## config.mk

```make
export PLATFORM = sky130hd
export DESIGN_NAME = hash_nonce_sequencer
export DESIGN_NICKNAME = d
export VERILOG_FILES = /design/src/rtl/hash_nonce_sequencer.sv
export SDC_FILE = /design/constraint.sdc
export NUM_CORES = 1
export LEC_CHECK = 0
export ABC_AREA = 1
export BUFFER_PORTS_ARGS = -buffer_cell sky130_fd_sc_hd__clkbuf_2
export CORE_ASPECT_RATIO = 1.25
export CORE_MARGIN = 3
export CORE_UTILIZATION = 30
export CTS_CLUSTER_DIAMETER = 50
export CTS_CLUSTER_SIZE = 16
export DETAILED_ROUTE_END_ITERATION = 10
export GPL_ROUTABILITY_DRIVEN = 1
export SETUP_SLACK_MARGIN = 0.3
export SYNTH_ARGS = -nofsm -noshare
export SYNTH_HDL_FRONTEND = slang
export SYNTH_SLANG_ARGS = --single-unit
export TNS_END_PERCENT = 30
```

## constraint.sdc

```tcl
create_clock -name clk -period 1.95 [get_ports clk]
set_input_delay 0.39 -clock clk [delete_from_list [all_inputs] [get_ports clk]]
set_output_delay 0.39 -clock clk [all_outputs]
set_load 0.05 [all_outputs]
```

## src/rtl/hash_nonce_sequencer.sv

```systemverilog
// hash_nonce_sequencer: walks the 3-byte hash core through a 16-bit nonce search.
// Each attempt loads the message, runs the core for HASH_LATENCY cycles, then
// compares the core hash against the target. Stops on the first hit or at MAX_NONCE.
// Optional feature: define HASH_NONCE_SEQ_ABORT_EN to add the abort_i input.
module hash_nonce_sequencer #(
    parameter int unsigned HASH_LATENCY = 34,
    parameter logic [15:0] MAX_NONCE    = 16'hFFFF
) (
    input  logic         clk,
    input  logic         reset,
    input  logic         start_i,
`ifdef HASH_NONCE_SEQ_ABORT_EN
    input  logic         abort_i,
`endif
    input  logic [111:0] block_i,
    input  logic [15:0]  nonce_start_i,
    input  logic [23:0]  target_i,
    input  logic [23:0]  core_hash_i,
    output logic         core_ready_o,
    output logic [127:0] core_data_o,
    output logic         busy_o,
    output logic         done_o,
    output logic         found_o,
    output logic [15:0]  nonce_o,
    output logic [23:0]  hash_o
);

    localparam int unsigned CntW = (HASH_LATENCY > 1) ? $clog2(HASH_LATENCY) : 1;
    localparam logic [CntW-1:0] CntLast = CntW'(HASH_LATENCY - 1);

    typedef enum logic [2:0] {
        StIdle,
        StLoad,
        StRun,
        StCheck,
        StDone
    } state_e;

    state_e          state_q, state_d;
    logic [15:0]     nonce_q, nonce_d;        // nonce currently being hashed
    logic [23:0]     target_q, target_d;
    logic [CntW-1:0] cnt_q, cnt_d;            // RUN wait counter
    logic [127:0]    data_q, data_d;
    logic            found_q, found_d;
    logic [15:0]     nonce_out_q, nonce_out_d;
    logic [23:0]     hash_q, hash_d;
    logic            hit;
    logic            abort;

`ifdef HASH_NONCE_SEQ_ABORT_EN
    assign abort = abort_i;
`else
    assign abort = 1'b0;
`endif

    assign hit = (core_hash_i < target_q);

    // State and datapath registers
    always_ff @(posedge clk or negedge reset) begin
        if (!reset) begin
            state_q     <= StIdle;
            nonce_q     <= '0;
            target_q    <= '0;
            cnt_q       <= '0;
            data_q      <= '0;
            found_q     <= 1'b0;
            nonce_out_q <= '0;
            hash_q      <= '0;
        end else begin
            state_q     <= state_d;
            nonce_q     <= nonce_d;
            target_q    <= target_d;
            cnt_q       <= cnt_d;
            data_q      <= data_d;
            found_q     <= found_d;
            nonce_out_q <= nonce_out_d;
            hash_q      <= hash_d;
        end
    end

    // Next-state and datapath updates
    always_comb begin
        state_d     = state_q;
        nonce_d     = nonce_q;
        target_d    = target_q;
        cnt_d       = cnt_q;
        data_d      = data_q;
        found_d     = found_q;
        nonce_out_d = nonce_out_q;
        hash_d      = hash_q;
        unique case (state_q)
            StIdle: begin
                if (start_i) begin
                    state_d     = StLoad;
                    nonce_d     = nonce_start_i;
                    target_d    = target_i;
                    found_d     = 1'b0;
                    nonce_out_d = '0;
                    hash_d      = '0;
                end
            end
            StLoad: begin
                cnt_d   = '0;
                // byte 14 = nonce[7:0], byte 15 = nonce[15:8]
                data_d  = {nonce_q, block_i};
                state_d = abort ? StDone : StRun;
            end
            StRun: begin
                if (abort) begin
                    state_d = StDone;
                end else if (cnt_q == CntLast) begin
                    state_d = StCheck;
                end else begin
                    cnt_d = cnt_q + CntW'(1);
                end
            end
            StCheck: begin
                hash_d      = core_hash_i;
                nonce_out_d = nonce_q;
                if (abort) begin
                    // abort wins over a same-cycle hit
                    found_d = 1'b0;
                    state_d = StDone;
                end else if (hit) begin
                    found_d = 1'b1;
                    state_d = StDone;
                end else if (nonce_q >= MAX_NONCE) begin
                    // >= also covers a start nonce beyond MAX_NONCE: one attempt only
                    state_d = StDone;
                end else begin
                    nonce_d = nonce_q + 16'd1;
                    state_d = StLoad;
                end
            end
            StDone: begin
                state_d = StIdle;
            end
            default: begin
                state_d = StIdle;
            end
        endcase
    end

    // Outputs decoded from state so ready drops with the async reset
    always_comb begin
        core_ready_o = (state_q == StRun) || (state_q == StCheck);
        busy_o       = (state_q != StIdle);
        done_o       = (state_q == StDone);
        core_data_o  = data_q;
        found_o      = found_q;
        nonce_o      = nonce_out_q;
        hash_o       = hash_q;
    end

endmodule
```

==> run summary, run 1 <==
Global-route usage over all layers = 16.0%
Synth cell types = 31
Clk sinks = 218
Yosys reg bits = 218
Post-Route WL = 28300 µm
Hold Fails Final Rpt = 0
Vias in the first global route = 8297
Total iterations of the first detailed-routing run = 5
IO Pins = 351
Outcome = completed
Nets = 1680
Filler Cells Inserted = 3055
Clock-pin slew on the worst setup and hold paths = 0.07 ns
Hold path cells = 3
Critical Path Start Type = flop
Final period utilization = 96.7%
GRT overflow = 0
Number of synthesized flops with an enable pin = 0
Max Slew Vio Count = 0
Synth warn = 0
Design Power = 0.0274 W
# diodes = 0
Htree depth = 1
Area grow syn2layout = 38.7%
WS Path Type = reg2out
Hold crit path type = in2reg
Slew at the pin with the worst max-slew slack = 0.544 ns
Dpl hpwl = 20900 µm
Pleak = 7.26 nW
Initial Util = 30.9%
Via count = 8404
Mean area per synthesized cell = 8.47 µm²
Cells on worst reg2reg path = 11
Max IR drop VDD = 1130 µV
Clock skew = 0.0159 ns
Antenna violations before repair = 0
Top cells by area, synth = dfrtp_1, nand2_1, nand3_1
Arrival time worst endpoint = 1.50 ns
Commonest cells in the synthesized netlist = nand2_1, dfrtp_1, nand3_1
Final Wtd Congestion = 0.781
Wire length of the first global-routing pass = 43300 µm
Die ar. = 0.0336 mm²
Synth Instances = 1113
RSZ-0062 raised after global routing = yes
Dominant cell type by area after synthesis = dfrtp_1
Ys async rst share = 100%
Clk_lat worst skew = 0.53 ns
Hold WS = 0.0470 ns
Crit path capture type = output port
Seq/Total Area, Yosys = 57.9%
CTS tree = built
Largest net degree at the start of global routing = 101
DIE HEIGHT = 204 µm
Via density = 4.43
Avg WL per Cell = 14.9 µm
Mapped Area = 0.00943 mm²
Final Critical Period = 1.89 ns
Final setup fails = 0
Row count = 71
Max-cap violations = 0
Core area = 0.0306 mm²
Max FO, Critical Path = 3
Drt drc = 0
Pwr/cell area = 2090 mW/mm²
IO Port Bufs = 350
Peak Freq = 530 MHz
Die W = 165 µm
Routed Antenna Nets = 0
Net Count, Synth = 1318
CTS Root Cell = clkbuf_16
Max_slew headroom = 63.7%
Share of Yosys cell area claimed by the top area cell type = 57.9%
CP required = 1.56 ns
Top-count cell post-synth = nand2_1
CTS buffer count = 26
Layout cells sized above 1 = 33.3%
DRT iter0 DRCs = 438
Clk buf depth = 3
Top FF cell, synth = dfrtp_1
-- sequential cells by signal (all words and copies together), names as in the netlist --
register / cells
core_data_o: 128
hash_o: 24
target_q: 24
nonce_o: 16
nonce_q: 16
cnt_q: 6
state_q: 3
found_o: 1
-- through the flow --
step,utilization (%),instance area [µm²],setup slack [ns],TNS (ns),std cells
global route,42.8,13100,-0.0253,-0.0986,1896
floorplan,-,9580,0.302,0,1113
global placement,39.0,11900,-0.00278,-0.00524,1839
detailed placement,39.0,11900,-0.0228,-0.0489,1839
CTS,42.3,12900,0.0982,0,1892
finish,42.8,13100,0.0635,0,1896
-- layout make-up --
class	count	area [µm²]	share of cell area, %
timing repair buffer	385	2200	16.8
clock buffer	28	679	5.19
multi-input combinational	781	3780	28.9
tap	401	502	3.84
inverter	63	238	1.82
clock inverter	20	228	1.74
sequential	218	5460	41.7
-- cells by family after synthesis --
| kind of cell | after synthesis | share of synthesized area [%] |
|---|---|---|
| DFF | 218 | 57.9 |
| AOI/OAI and AO/OA | 80 | 4.54 |
| buffers and inverters | 114 | 4.88 |
| and+or+nand+nor | 671 | 28.9 |
| xor gates and xnor gates | 4 | 0.372 |
| adders and majority gates | 26 | 3.45 |
-- layer usage --
metal  up-vias  part of all wire, %  track usage, %
li1       4212                    -               -
met2       308                   47            26.9
met4         0                  2.1            4.08
met5         -                    0               0
met1      3846                   40            19.5
met3        38                   11            5.64
-- worst paths after layout --
path                                           endpoint  slack [ns]                   startpoint
setup / recovery                                 busy_o        0.06       state_q[0]$_DFFE_PN0P_
hold / removal               core_data_o[8]$_DFFE_PN0P_        0.05                   block_i[8]
setup reg to reg                 nonce_q[5]$_DFFE_PN0P_        0.09       state_q[0]$_DFFE_PN0P_
hold reg to reg             core_data_o[90]$_DFFE_PN0P_        0.47  core_data_o[90]$_DFFE_PN0P_
max in group asynchronous  core_data_o[117]$_DFFE_PN0P_        0.85                        reset
min in group asynchronous        hash_o[14]$_DFFE_PN0P_        0.40                        reset
-- worst max-delay path: stages, from the launching register on --
cell,delay [ns]
dfrtp_1,0.44
nor2_2,0.15
inv_2,0.06
nor2_2,0.09
inv_2,0.06
clkbuf_16,0.17
-- cells in the final DEF (no fill, tap or decap), types with 6 or more instances in the layout --
master / n
inv_2: 11
buf_4: 23
o21ai_0: 55
ha_4: 9
nor2_1: 24
a21oi_1: 11
nand3_1: 60
inv_6: 6
nor2_2: 8
ha_1: 17
buf_12: 8
nand4_1: 6
dfrtp_1: 216
clkbuf_2: 346
nand2_1: 538
nand2_2: 7
inv_1: 51
nand3_2: 10
clkbuf_16: 29
nor3_1: 6
-- what timing repair did --
item | CTS | global route
resized for setup | 12 | 36
setup endpoints to repair | 25 | 92
hold buffers | 1 | 0
pin swaps | 3 | 24
cloned | 0 | 1
hold endpoints to repair | 50 | 0
buffers inserted | 4 | 3
-- power breakdown --
part           leakage, nW  internal [W]  switching [W]  total [W]
clock network        0.443       0.00290        0.00212    0.00501
registers             2.73       0.00664        0.00120    0.00784
logic                 4.09       0.00362         0.0109     0.0145
total                 7.26        0.0132         0.0142     0.0274
(Power assumes the default switching activity.)
==> run 2: changes to the inputs <==
--- a/config.mk
+++ b/config.mk
@@ -8,12 +8,13 @@
 export ABC_AREA = 1
 export BUFFER_PORTS_ARGS = -buffer_cell sky130_fd_sc_hd__clkbuf_2
 export CORE_ASPECT_RATIO = 1.25
-export CORE_MARGIN = 3
 export CORE_UTILIZATION = 30
 export CTS_CLUSTER_DIAMETER = 50
 export CTS_CLUSTER_SIZE = 16
 export DETAILED_ROUTE_END_ITERATION = 10
 export GPL_ROUTABILITY_DRIVEN = 1
+export PLACE_DENSITY_LB_ADDON = 0.25
+export RECOVER_POWER = 25
 export SETUP_SLACK_MARGIN = 0.3
 export SYNTH_ARGS = -nofsm -noshare
 export SYNTH_HDL_FRONTEND = slang
==> run 2 against run 1 <==
Compared with the run above:
- sequential power barely moved
- setup slack improved by 0.033 ns
- worst hold slack improved by 0.0049 ns
- cell area rose by 0.62%
- flip-flop and latch count did not move
- sequential share of layout area fell by 0.26 points
- combinational power rose by 3%
- clock power fell by 5.2%
- critical path type unchanged
- critical endpoint unchanged
- largest power group unchanged
==> run summary, run 2 (synthesis gave the netlist of run 1 again) <==
Outcome = completed
IO Port Bufs = 350
Cell Count, Final, Fillers Out = 1900
GRT overflow = 0
Htree depth = 1
Die ar. = 0.0321 mm²
Initial Util = 30.5%
Max reg flops = 128
Pwr/cell area = 2090 mW/mm²
Max-cap violations = 0
Routed Antenna Nets = 0
Post-Route WL = 29400 µm
Hold path cells = 3
Final Core Density = 42.6%
Final Critical Period = 1.85 ns
Total iterations of the first detailed-routing run = 4
Clk_lat worst skew = 0.53 ns
CP required = 1.56 ns
IO Pins = 351
Clock-pin slew on the worst setup and hold paths = 0.07 ns
Critical Path Start Type = flop
Final setup fails = 0
Largest net degree at the start of global routing = 60
Max IR drop VDD = 912 µV
Die W = 161 µm
Met1 Use GR = 21.7%
Met2 GRT Util = 29.6%
Slew at the pin with the worst max-slew slack = 1.20 ns
Vias in the first global route = 8238
DRT iter0 DRCs = 492
Hold Fails Final Rpt = 0
Core area = 0.0309 mm²
Drt drc = 0
Cells on worst reg2reg path = 10
Clk buf depth = 3
Peak Freq = 539 MHz
DIE HEIGHT = 200 µm
Area grow syn2layout = 39.6%
Clock skew = 0.0102 ns
Nets = 1680
Final period utilization = 95.1%
CTS tree = built
Via count = 8488
Antenna violations before repair = 0
Commonest non-fill, non-tap cell in the layout = nand2_1
Max FO, Critical Path = 4
Arrival time worst endpoint = 1.46 ns
Most frequent cells in the layout = nand2_1, clkbuf_2, dfrtp_1
Max Slew Vio Count = 0
Pleak = 7.26 nW
Clk sinks = 218
Crit path capture type = output port
WS Path Type = reg2out
Gr busiest metal = met2
Via density = 4.47
RSZ-0062 raised after global routing = yes
Avg WL per Cell = 15.5 µm
Filler Cells Inserted = 3142
Max_slew headroom = 19.8%
CTS buffer count = 25
Wire length of the first global-routing pass = 44900 µm
Dpl hpwl = 20400 µm
Layout cells sized above 1 = 35.0%
# diodes = 0
CTS Root Cell = clkbuf_16
Final Wtd Congestion = 0.818
Row count = 72
Global-route usage over all layers = 17.3%
Met3 Resource Use GR = 4.89%
Hold crit path type = in2reg
Placed Cells = 1841
run 2: cell count changes in the layout (fill, tap and decap cells not counted), moves of 4 or more:
| cell | before | now |
|---|---|---|
| nand3_2 | 10 | 16 |
| nand2_2 | 7 | 13 |
| inv_2 | 11 | 17 |
| nand3_1 | 60 | 54 |
| inv_1 | 51 | 43 |
| buf_6 | 1 | 5 |
| nand2_1 | 538 | 532 |
| buf_4 | 23 | 18 |
run 2: final timing paths:
kind                                             start                          end  slack [ns]
max                             state_q[0]$_DFFE_PN0P_                       busy_o         0.1
min in group asynchronous                        reset  core_data_o[72]$_DFFE_PN0P_        0.64
min                                        block_i[77]  core_data_o[77]$_DFFE_PN0P_        0.05
min reg2reg                core_data_o[69]$_DFFE_PN0P_  core_data_o[69]$_DFFE_PN0P_        0.48
max in group asynchronous                        reset        hash_o[1]$_DFFE_PN0P_        0.28
max reg2reg                   target_q[15]$_DFFE_PN0P_      nonce_q[15]$_DFFE_PN0P_        0.15
run 2: per-stage QoR:
| step | instance area (µm²) | total power (W) | hold slack (ns) | setup TNS [ns] | worst slack, ns |
|---|---|---|---|---|---|
| floorplan | 9580 | 0.0181 | 0.0944 | 0 | 0.302 |
| global placement | 11900 | 0.0218 | 0.316 | 0 | 0.0165 |
| detailed placement | 11900 | 0.0220 | 0.321 | -0.00132 | -0.00132 |
| CTS | 12900 | 0.0272 | 0.0227 | 0 | 0.0785 |
| global route | 13200 | 0.0293 | 0.0333 | 0 | 0.0322 |
| finish | 13200 | 0.0275 | 0.0519 | 0 | 0.0961 |
run 2: power breakdown:
group | total (W) | switching (W) | internal, W
sequential | 0.00782 | 0.00119 | 0.00664
combinational | 0.0149 | 0.0111 | 0.00377
clock | 0.00475 | 0.00210 | 0.00265
total | 0.0275 | 0.0144 | 0.0131
run 2: final cells by class:
type	instances	area, µm²	share of cell area, %
Clock buffer	28	657	4.99
Clock inverter	17	183	1.39
Inverter	63	245	1.86
Multi-Input combinational cell	781	3870	29.4
Sequential cell	218	5460	41.5
Tap cell	407	509	3.87
Timing Repair Buffer	386	2240	17.0
run 2: routing by layer:
metal  up-vias  part of all wire [%]  routed length (µm)
li1       4217                     -                   -
met3        28                   7.9                2310
met4         0                   1.5                 429
met2       292                    49               14400
met1      3951                    42               12300
met5         -                     0                   0
run 2: repair_timing:
action | in CTS | in global routing
gates cloned | 0 | 6
setup endpoints to repair | 28 | 92
setup buffers | 5 | 2
resized for setup | 32 | 53
hold buffers | 1 | 0
pin swaps | 13 | 23
endpoints found under the hold margin | 33 | 0
run 2: critical path: stages (launching register included):
cell and delay (ns):
dfrtp_1 0.43, nor2_2 0.14, inv_2 0.05, nor2_2 0.09, inv_2 0.05, clkbuf_16 0.17
